File: src/rtl/fpu_pkg.sv
// -----------------------------------------------------------------------------
// fpu_pkg
// Shared types and helpers for the FPU compare/min/max path.
//   fp_op_e    : operation select encoding (3 bits, 101-111 are illegal)
//   fp_class_t : per-operand classification bits
//   canonQNaN  : canonical quiet NaN for a given exponent/fraction width,
//                returned right-aligned in a 64-bit vector
// -----------------------------------------------------------------------------
package fpu_pkg;

    typedef enum logic [2:0] {
        OP_EQ  = 3'b000,
        OP_LT  = 3'b001,
        OP_LE  = 3'b010,
        OP_MIN = 3'b011,
        OP_MAX = 3'b100
    } fp_op_e;

    typedef struct packed {
        logic isNaN;
        logic isSNaN;
        logic isInf;
        logic isZero;
        logic sign;
    } fp_class_t;

    // Sign 0, exponent all ones, fraction MSB 1, rest 0: that is a run of
    // EXP_W+1 ones starting at bit FRAC_W-1.
    function automatic logic [63:0] canonQNaN(input int expW, input int fracW);
        logic [63:0] ones;
        ones = (64'd1 << (expW + 1)) - 64'd1;
        return ones << (fracW - 1);
    endfunction

endpackage

File: src/rtl/fpu_classify.sv
// -----------------------------------------------------------------------------
// fpu_classify
// Combinational classifier for one IEEE-style operand (sign | EXP_W | FRAC_W).
//   operand : input operand
//   cls     : NaN / signalling NaN / infinity / zero flags plus sign
// Subnormals are not flagged; they are ordered as ordinary magnitudes.
// -----------------------------------------------------------------------------
module fpu_classify
    import fpu_pkg::*;
#(
    parameter int EXP_W  = 5,
    parameter int FRAC_W = 10
) (
    input  logic [EXP_W+FRAC_W:0] operand,
    output fp_class_t             cls
);

    logic [EXP_W-1:0]  expo;
    logic [FRAC_W-1:0] frac;
    logic              expOnes;
    logic              expZero;
    logic              fracZero;

    assign expo     = operand[FRAC_W +: EXP_W];
    assign frac     = operand[FRAC_W-1:0];
    assign expOnes  = &expo;
    assign expZero  = ~|expo;
    assign fracZero = ~|frac;

    assign cls.isNaN  = expOnes & ~fracZero;
    // Quiet/signalling is told apart by the fraction MSB.
    assign cls.isSNaN = expOnes & ~fracZero & ~frac[FRAC_W-1];
    assign cls.isInf  = expOnes & fracZero;
    assign cls.isZero = expZero & fracZero;
    assign cls.sign   = operand[EXP_W+FRAC_W];

endmodule

File: src/rtl/fpu_comp_pipe.sv
// -----------------------------------------------------------------------------
// fpu_comp_pipe
// Two-stage pipelined floating-point compare / min / max unit with
// valid/ready handshaking and full backpressure.
//
// Ports:
//   clock, reset_n        : rising-edge clock, asynchronous active-low reset
//   in_valid / in_ready   : operand beat handshake (in_ready is combinational
//                           on out_ready)
//   op                    : 000 EQ, 001 LT, 010 LE, 011 MIN, 100 MAX, else illegal
//   a, b                  : operands (sign | EXP_W | FRAC_W)
//   out_valid / out_ready : result beat handshake
//   res                   : boolean in bit 0 for compares, operand for MIN/MAX
//   lt, eq, gt, unord     : ordered relation of a vs b, unordered if any NaN
//   invalid               : IEEE invalid-operation flag for this beat
//   sticky_invalid        : accumulated invalid over delivered beats
//   clr_sticky            : synchronous clear of sticky_invalid
//
// Build option: define FPU_COMP_STICKY_EN to enable sticky_invalid; without it
// sticky_invalid is tied 0 and clr_sticky is ignored.
// -----------------------------------------------------------------------------
module fpu_comp_pipe
    import fpu_pkg::*;
#(
    parameter int EXP_W  = 5,
    parameter int FRAC_W = 10,
    parameter int W      = 1 + EXP_W + FRAC_W
) (
    input  logic         clock,
    input  logic         reset_n,
    input  logic         in_valid,
    output logic         in_ready,
    input  logic [2:0]   op,
    input  logic [W-1:0] a,
    input  logic [W-1:0] b,
    output logic         out_valid,
    input  logic         out_ready,
    output logic [W-1:0] res,
    output logic         lt,
    output logic         eq,
    output logic         gt,
    output logic         unord,
    output logic         invalid,
    output logic         sticky_invalid,
    input  logic         clr_sticky
);

    localparam logic [63:0]  QNAN_WIDE = canonQNaN(EXP_W, FRAC_W);
    localparam logic [W-1:0] QNAN      = QNAN_WIDE[W-1:0];

    logic adv1;
    logic adv2;

    fp_class_t clsA;
    fp_class_t clsB;

    logic         vld_p1;
    logic [W-1:0] a_p1;
    logic [W-1:0] b_p1;
    logic [2:0]   op_p1;
    fp_class_t    clsA_p1;
    fp_class_t    clsB_p1;

    logic         vld_p2;
    logic [W-1:0] res_p2;
    logic         lt_p2;
    logic         eq_p2;
    logic         gt_p2;
    logic         unord_p2;
    logic         invalid_p2;

    logic [W-2:0] magA;
    logic [W-2:0] magB;
    logic         anyNaN;
    logic         anySNaN;
    logic         ltN;
    logic         eqN;
    logic         gtN;
    logic         pickMinA;
    logic         pickMaxA;
    logic [W-1:0] minRes;
    logic [W-1:0] maxRes;
    logic [W-1:0] resN;
    logic         invN;

    // Stage 2 drains when empty or the consumer takes the beat; stage 1 when
    // empty or stage 2 moves on.
    assign adv2     = ~vld_p2 | out_ready;
    assign adv1     = ~vld_p1 | adv2;
    assign in_ready = adv1;

    fpu_classify #(.EXP_W(EXP_W), .FRAC_W(FRAC_W)) u_classA (
        .operand (a),
        .cls     (clsA)
    );

    fpu_classify #(.EXP_W(EXP_W), .FRAC_W(FRAC_W)) u_classB (
        .operand (b),
        .cls     (clsB)
    );

    // ---- Stage 1: operands, op and class bits ----
    always_ff @(posedge clock or negedge reset_n) begin
        if (!reset_n) begin
            vld_p1 <= 1'b0;
        end else if (adv1) begin
            vld_p1 <= in_valid;
        end
    end

    always_ff @(posedge clock) begin
        if (adv1 && in_valid) begin
            a_p1    <= a;
            b_p1    <= b;
            op_p1   <= op;
            clsA_p1 <= clsA;
            clsB_p1 <= clsB;
        end
    end

    // ---- Stage 1 -> 2 combinational evaluation ----
    assign magA    = a_p1[W-2:0];
    assign magB    = b_p1[W-2:0];
    assign anyNaN  = clsA_p1.isNaN | clsB_p1.isNaN;
    assign anySNaN = clsA_p1.isSNaN | clsB_p1.isSNaN;

    always_comb begin
        ltN = 1'b0;
        eqN = 1'b0;
        gtN = 1'b0;
        if (anyNaN) begin
            // unordered: all relations stay 0
        end else if ((clsA_p1.isZero & clsB_p1.isZero) |
                     (clsA_p1.isInf & clsB_p1.isInf & (clsA_p1.sign == clsB_p1.sign))) begin
            eqN = 1'b1;
        end else if (clsA_p1.sign != clsB_p1.sign) begin
            ltN = clsA_p1.sign;
            gtN = ~clsA_p1.sign;
        end else if (magA == magB) begin
            eqN = 1'b1;
        end else if (clsA_p1.sign) begin
            // Both negative: larger magnitude is the smaller value.
            ltN = magA > magB;
            gtN = magA < magB;
        end else begin
            ltN = magA < magB;
            gtN = magA > magB;
        end
    end

    // With two zeros the sign decides, so min(-0,+0) = -0 in either order.
    assign pickMinA = (clsA_p1.isZero & clsB_p1.isZero) ? clsA_p1.sign  : (ltN | eqN);
    assign pickMaxA = (clsA_p1.isZero & clsB_p1.isZero) ? ~clsA_p1.sign : (gtN | eqN);

    always_comb begin
        minRes = pickMinA ? a_p1 : b_p1;
        maxRes = pickMaxA ? a_p1 : b_p1;
        // A single NaN is dropped in favour of the number.
        if (clsA_p1.isNaN & clsB_p1.isNaN) begin
            minRes = QNAN;
            maxRes = QNAN;
        end else if (clsA_p1.isNaN) begin
            minRes = b_p1;
            maxRes = b_p1;
        end else if (clsB_p1.isNaN) begin
            minRes = a_p1;
            maxRes = a_p1;
        end
    end

    always_comb begin
        resN = '0;
        invN = 1'b0;
        case (op_p1)
            OP_EQ: begin
                resN = {{(W-1){1'b0}}, eqN};
                invN = anySNaN;
            end
            OP_LT: begin
                resN = {{(W-1){1'b0}}, ltN};
                invN = anyNaN;
            end
            OP_LE: begin
                resN = {{(W-1){1'b0}}, ltN | eqN};
                invN = anyNaN;
            end
            OP_MIN: begin
                resN = minRes;
                invN = anySNaN;
            end
            OP_MAX: begin
                resN = maxRes;
                invN = anySNaN;
            end
            default: begin
                resN = '0;
                invN = 1'b1;
            end
        endcase
    end

    // ---- Stage 2: result and flags ----
    always_ff @(posedge clock or negedge reset_n) begin
        if (!reset_n) begin
            vld_p2     <= 1'b0;
            res_p2     <= '0;
            lt_p2      <= 1'b0;
            eq_p2      <= 1'b0;
            gt_p2      <= 1'b0;
            unord_p2   <= 1'b0;
            invalid_p2 <= 1'b0;
        end else if (adv2) begin
            vld_p2 <= vld_p1;
            if (vld_p1) begin
                res_p2     <= resN;
                lt_p2      <= ltN;
                eq_p2      <= eqN;
                gt_p2      <= gtN;
                unord_p2   <= anyNaN;
                invalid_p2 <= invN;
            end
        end
    end

    assign out_valid = vld_p2;
    assign res       = res_p2;
    assign lt        = lt_p2;
    assign eq        = eq_p2;
    assign gt        = gt_p2;
    assign unord     = unord_p2;
    assign invalid   = invalid_p2;

`ifdef FPU_COMP_STICKY_EN
    logic sticky_q;

    // Set has priority over clear in the same cycle.
    always_ff @(posedge clock or negedge reset_n) begin
        if (!reset_n) begin
            sticky_q <= 1'b0;
        end else if (vld_p2 && out_ready && invalid_p2) begin
            sticky_q <= 1'b1;
        end else if (clr_sticky) begin
            sticky_q <= 1'b0;
        end
    end

    assign sticky_invalid = sticky_q;
`else
    logic unusedClrSticky;

    assign unusedClrSticky = clr_sticky;
    assign sticky_invalid  = 1'b0;
`endif

endmodule

File: config.mk
export PLATFORM = sky130hd
export DESIGN_NAME = fpu_comp_pipe
export DESIGN_NICKNAME = d
export VERILOG_FILES = /design/src/rtl/fpu_pkg.sv /design/src/rtl/fpu_classify.sv /design/src/rtl/fpu_comp_pipe.sv
export SDC_FILE = /design/constraint.sdc
export NUM_CORES = 1
export LEC_CHECK = 0
export CAP_MARGIN = 20
export CORE_MARGIN = 3
export CORE_UTILIZATION = 40
export CTS_BUF_LIST = sky130_fd_sc_hd__clkbuf_4
export CTS_CLUSTER_SIZE = 30
export DETAILED_ROUTE_END_ITERATION = 7
export GPL_ROUTABILITY_DRIVEN = 0
export PLACE_DENSITY_LB_ADDON = 0.15
export SLEW_MARGIN = 40
export SYNTH_ARGS = -nofsm -noshare
export SYNTH_HDL_FRONTEND = slang
export SYNTH_SLANG_ARGS = --single-unit
export TNS_END_PERCENT = 30
File: constraint.sdc
create_clock -name clock -period 3.3 [get_ports clock]
set_input_delay 0.66 -clock clock [delete_from_list [all_inputs] [get_ports clock]]
set_output_delay 0.66 -clock clock [all_outputs]
set_load 0.01 [all_outputs]
# --- Word level (Yosys, flattened, before mapping) ---
# Cells that the tools add are included.
word_totals:
  regBits: 68
  inputBits: 40
  out_inout_bits: 24
  wordCells: 95
classes:
  magnitude_cmp: 2
  eq_ne: 7
  n_mux: 26
  n_bitwise: 24
  n_reduce_logical: 15
ops:
  columns: ["op", "n"]
  rows:
  - ["2-to-1 mux 16 bit", 8]
  - ["case mux 16 bit (5 select lines)", 1]
  - ["OR reduction 10 bit", 2]
  - ["2-to-1 mux 1 bit", 16]
  - ["equality test 15 bit", 1]
  - ["> comparator 15 bit", 1]
  - ["< comparator 15 bit", 1]
  - ["AND 1 bit", 12]
  - ["AND reduction 5 bit", 2]
  - ["OR reduction 5 bit", 2]
  - ["OR 1 bit", 7]
  - ["equality test 3 x 2 -> 1 bit (second input constant)", 2]
  - ["inverter 1 bit", 5]
  - ["zero test 1 bit", 4]
  - ["equality test 3 x 1 -> 1 bit (second input constant)", 1]
  - ["equality test 3 bit (second input constant)", 1]
  - ["zero test 3 bit", 1]
  - ["OR reduction 3 bit", 1]
  - ["case mux 1 bit (2 select lines)", 1]
  - ["AND reduction 2 bit", 1]
  - ["OR reduction 2 bit", 1]
  - ["equality test 1 bit", 1]
  - ["logical AND 1 bit", 1]
  - ["inequality test 1 bit", 1]

# --- Logic depth before layout (Yosys ltp) ---
depth:
  word_depth: 13
  ltp_mapped: 10
  ltp_nobuf: 10

# --- Hierarchy ---
# A second synthesis with hierarchy kept.
unflattened:
  hier_cells: 310
  hier_area_um2: 3580.9
modules_own_cells:
  columns: ["mod", "n_inst", "cells_per_inst", "area_each_um2", "seq_area_each_um2"]
  rows:
  - ["fpu_comp_pipe", 1, 282, 3395.8, 1926.8]
  - ["fpu_classify", 2, 14, 92.6, 0.0]

# --- Worst setup path after synthesis ---
# No wires, ideal clock.
synth_timing:
  path_type: "register to register"
  startpoint: "reg a_p1[4]"
  endpoint: "reg res_p2[15], in the netlist res[15]"
  setup_ns: 0.126
  t_arrival_ns: 2.558
  required_time_ns: 3.174
  slack_ns: 0.616
  path_stages_with_launch: 10
  path_buffers: 0
  synth_period_minus_slack_ns: 2.684
  cell_sequence: "edfxtp_1 -> ha_1 -> a211o_2 -> a21oi_2 -> a211oi_2 -> a211oi_1 -> mux2_4 -> o21ai_4 -> o21ai_4 -> a221o_1"
synth_via:
  elab_chain_cells: 13
synth_lines:
  columns: ["item", "line_no", "text"]
  rows:
  - ["start, declared", "fpu_comp_pipe.sv:58", "logic [W-1:0] a_p1;"]
  - ["start signal, assigned", "fpu_comp_pipe.sv:113", "a_p1 <= a;"]
  - ["> comparator 15 bit or < comparator 15 bit (tied branches)", null, null]
  - ["2-to-1 mux 1 bit", "fpu_comp_pipe.sv:141", "end else if (clsA_p1.sign) begin"]
  - ["2-to-1 mux 1 bit", "fpu_comp_pipe.sv:139", "end else if (magA == magB) begin"]
  - ["2-to-1 mux 1 bit", "fpu_comp_pipe.sv:136", "end else if (clsA_p1.sign != clsB_p1.sign) begin"]
  - ["2-to-1 mux 1 bit", "fpu_comp_pipe.sv:133", "end else if ((clsA_p1.isZero & clsB_p1.isZero) |"]
  - ["2-to-1 mux 1 bit", "fpu_comp_pipe.sv:131", "if (anyNaN) begin"]
  - ["OR 1 bit (on tied branches)", "fpu_comp_pipe.sv:153, fpu_comp_pipe.sv:152", null]
  - ["2-to-1 mux 1 bit (on tied branches)", "fpu_comp_pipe.sv:153, fpu_comp_pipe.sv:152", null]
  - ["2-to-1 mux 16 bit (on tied branches)", "fpu_comp_pipe.sv:157, fpu_comp_pipe.sv:156", null]
  - ["2-to-1 mux 16 bit", "fpu_comp_pipe.sv:165", "end else if (clsB_p1.isNaN) begin"]
  - ["2-to-1 mux 16 bit", "fpu_comp_pipe.sv:162", "end else if (clsA_p1.isNaN) begin"]
  - ["2-to-1 mux 16 bit", "fpu_comp_pipe.sv:159", "if (clsA_p1.isNaN & clsB_p1.isNaN) begin"]
  - ["case mux 16 bit (5 select lines) (*)", "fpu_comp_pipe.sv:174", "case (op_p1)"]
  - ["end signal, assigned", "fpu_comp_pipe.sv:215", "res_p2 <= resN;"]
  - ["end, declared", "fpu_comp_pipe.sv:65", "logic [W-1:0] res_p2;"]
# Mark *: on every way between the ends. The rest lies on a longest branch, timed or not.
# A chain may end at the register's enable or synchronous reset.

# --- Worst setup path in the final report ---
layout_timing:
  startpoint: "reg a_p1[12]"
  endpoint: "reg res_p2[0], in the netlist res[0]"
layout_via:
  elab_chain_cells: 13
layout_lines:
  columns: ["item", "line_no"]
  rows:
  - ["> comparator 15 bit or < comparator 15 bit (tied branches)", null]
  - ["2-to-1 mux 1 bit", "fpu_comp_pipe.sv:141"]
  - ["2-to-1 mux 1 bit", "fpu_comp_pipe.sv:139"]
  - ["2-to-1 mux 1 bit", "fpu_comp_pipe.sv:136"]
  - ["2-to-1 mux 1 bit", "fpu_comp_pipe.sv:133"]
  - ["2-to-1 mux 1 bit", "fpu_comp_pipe.sv:131"]
  - ["OR 1 bit (on tied branches)", "fpu_comp_pipe.sv:153, fpu_comp_pipe.sv:152, fpu_comp_pipe.sv:184"]
  - ["2-to-1 mux 1 bit (on tied branches)", "fpu_comp_pipe.sv:153, fpu_comp_pipe.sv:152"]
  - ["2-to-1 mux 16 bit (on tied branches)", "fpu_comp_pipe.sv:157, fpu_comp_pipe.sv:156"]
  - ["2-to-1 mux 16 bit", "fpu_comp_pipe.sv:165"]
  - ["2-to-1 mux 16 bit", "fpu_comp_pipe.sv:162"]
  - ["2-to-1 mux 16 bit", "fpu_comp_pipe.sv:159"]
  - ["case mux 16 bit (5 select lines) (*)", "fpu_comp_pipe.sv:174"]
# Marks and branches as above.

==> impl_results.md <==
* Largest net degree at the start of global routing at 44
* Total power at 1.970 mW
* Max Root-Sink Buffers at 2
* Slew at the pin closest to its max-slew limit at 0.5605 ns
* CTS clk-pin slew, worst paths at 0.12 ns
* End of the critical path: res[0]$_DFFE_PN0P_
* Worst setup path class: register to register
* Row count at 32
* Max Cap Viol at 0
* Critical Path End Type: register
* Vias per Instance at 5.330
* Outcome: complete, no violations
* Final worst-path cycle share at 91.64%
* Die area at 9518 um2
* Worst slew margin at 62.63%
* Final Max Slew Viols at 0
* Layout cells sized above 1 at 11.55%
* Routed len/inst at 16.36 um
* # nets final at 405
* GRT Total Usage at 16.49%
* Cell count after synthesis at 281
* Max VDD drop at 0.0001905 V
* Worst min path class: register to register
* Global-route wire length before repair at 12320 um
* RR Endpoint: res[0]$_DFFE_PN0P_
* WP data arrival at 3.32 ns
* Setup Total Neg Slack at 0 ns
* Initial antenna violation count at 0
* Max frequency at 330.7 MHz
* CTS tree: done
* I/O pin total at 64
* FF+latch count, synth at 66
* Worst EP required at 3.60 ns
* Post-cts sizing count at 0
* Final Hold Vio Count at 0
* Routed WL at 7476 um
* Antenna-violating nets left at 0
* Crit path max fanout at 10
* Starting Density at 42.30%
* Power per Cell Area at 463.2 nW/um2
* RR Startpoint: a_p1[12]$_DFFE_PP_
* Core area at 7928 um2
* HPWL after DPL at 5608 um
* Final instance area at 4253 um2
* Setup-failing EPs final at 0
* Cell variety after synth at 54
* Syn_nets at 336
* EDFF count, synth at 43
* ANT cells at 0
* Setup Buffers After CTS at 0
* Synth area leader: edfxtp_1
* Root Buffer: clkbuf_4
* CP Launch Point: a_p1[12]$_DFFE_PP_
* Synth async-reset ratio at 34.85%
* Avg Cell Area, Syn at 11.93 um2
* Die Wd at 97.56 um
* Synth Flop Type: edfxtp_1
* CTS hold repair buffers at 0
* Residual DRC count at 0
* R2R depth at 9
* Top cell type's share of synthesized area at 38.51%
* Number of global-route vias before repair at 2464
* Ys Warns at 0
* RSZ-0062 raised after global routing: no
* Clock period minus worst slack at 3.024 ns
* Min-delay src: invalid$_DFFE_PN0P_
* Startpoint types: register
* CTS sink count at 66
* Post-synthesis instance area at 3353 um2
* Most common cell in the synthesized netlist: edfxtp_1
* Initial DRT Pass Iterations at 4
* Global route overflow at 0
* FF-to-FF setup slack at 0.28 ns
* Post-synth top cells: 43 x edfxtp_1, 28 x nand2_1, 23 x dfrtp_1
* Num CTS Buffers at 9
* Synth top area cells: edfxtp_1 39%, dfrtp_1 17%, ha_1 5.6%
* Worst-case clock skew at 0.01953 ns
* H-tree level count at 3
* Area growth, synth to finish at 26.83%
* Final Non-Filler Cells at 457
* DRT iter0 DRCs at 100
* PortBufs at 61
* Die Y at 97.56 um
* Routed via count at 2436
* Min Hold Slack at 0.4875 ns
* Area after DPL at 4093 um2
* Clock latency on the worst-skew pair at 0.42 ns
* P_leak at 1.667 nW
* Register area share after synthesis at 55.67%
* DP Cell Count at 441
==> through the flow <==
stage	worst slack [ns]	utilization (%)
global placement	0.4355	51.63
global route	0.06187	53.65
floorplan	0.6163	-
CTS	0.2841	53.65
finish	0.2759	53.65
detailed placement	0.3287	51.63
==> registers in the layout, indices dropped and copies added (netlist names), 3 cells and up <==
signal,count
res,16
b_p1,16
op_p1,3
a_p1,16
clsA_p1,4
clsB_p1,4
==> per-layer routing <==
layer / track usage (%) / wire (um) / vias to the layer above / part of all wire (%)
met1: 21.69 / 3561 / 1166 / 48
li1: - / - / 1208 / -
met3: 5.671 / 350 / 7 / 4.7
met4: 4.792 / 107 / 0 / 1.4
met5: 0 / 0 / - / 0
met2: 25.83 / 3457 / 55 / 46
==> how the worst min path moves through the flow <==
stage,depth (start not counted),end
finish,2,invalid$_DFFE_PN0P_
global route,2,eq$_DFFE_PN0P_
floorplan,0,eq$_DFFE_PN0P_
detailed placement,2,invalid$_DFFE_PN0P_
global placement,2,unord$_DFFE_PN0P_
CTS,2,invalid$_DFFE_PN0P_
==> cells by family (layout without fill, tap and decap cells) <==
group	count (synthesis)	after routing	share of synthesized area, %
other cells	1	1	0.1118
buf+inv	24	98	2.910
xor+xnor	1	1	0.2612
mux	7	7	2.239
compound gates	68	68	16.53
fa+ha+maj	15	15	5.597
flops	66	66	55.67
simple gates	99	99	16.68
==> power by group <==
group,internal (mW),switching (mW)
Combinational,0.182,0.172
Clock,0.307,0.310
Sequential,0.954,0.0454
Total,1.44,0.528
==> placed cells by master (no fill, tap or decap), drive strengths merged, types with 3 or more instances in the layout <==
cell / instances
clkdlybuf4s50: 61
edfxtp: 43
nand2: 28
dfrtp: 23
inv: 17
ha: 15
o21ai: 14
nor2: 12
and2: 11
a21oi: 11
a221o: 10
clkbuf: 9
nand2b: 8
nand3: 7
nor4: 6
mux2i: 6
o221ai: 6
o211ai: 6
nor3: 6
nor2b: 5
buf: 5
a21o: 5
nand4: 4
clkinv: 4
a211oi: 4
o31ai: 3
or4: 3
==> critical path, cell delays in order, from the launching register on <==
cell,delay [ns]
edfxtp_1,0.45
ha_1,0.37
nand4_2,0.18
nor4_1,0.43
o21ai_0,0.28
o21ai_1,0.35
nand2b_1,0.16
a21o_1,0.13
a31oi_4,0.19
a221o_1,0.36
==> cell type report <==
cell class / instances / area [um2]
clock buffer: 9 / 67.56
multi-input combinational: 191 / 1390
timing repair buffer: 66 / 648.1
inverter: 16 / 60.06
fill: 717 / 3675
sequential: 66 / 1867
clock inverter: 7 / 92.59
tap: 102 / 127.6
(Power assumes the default switching activity.)
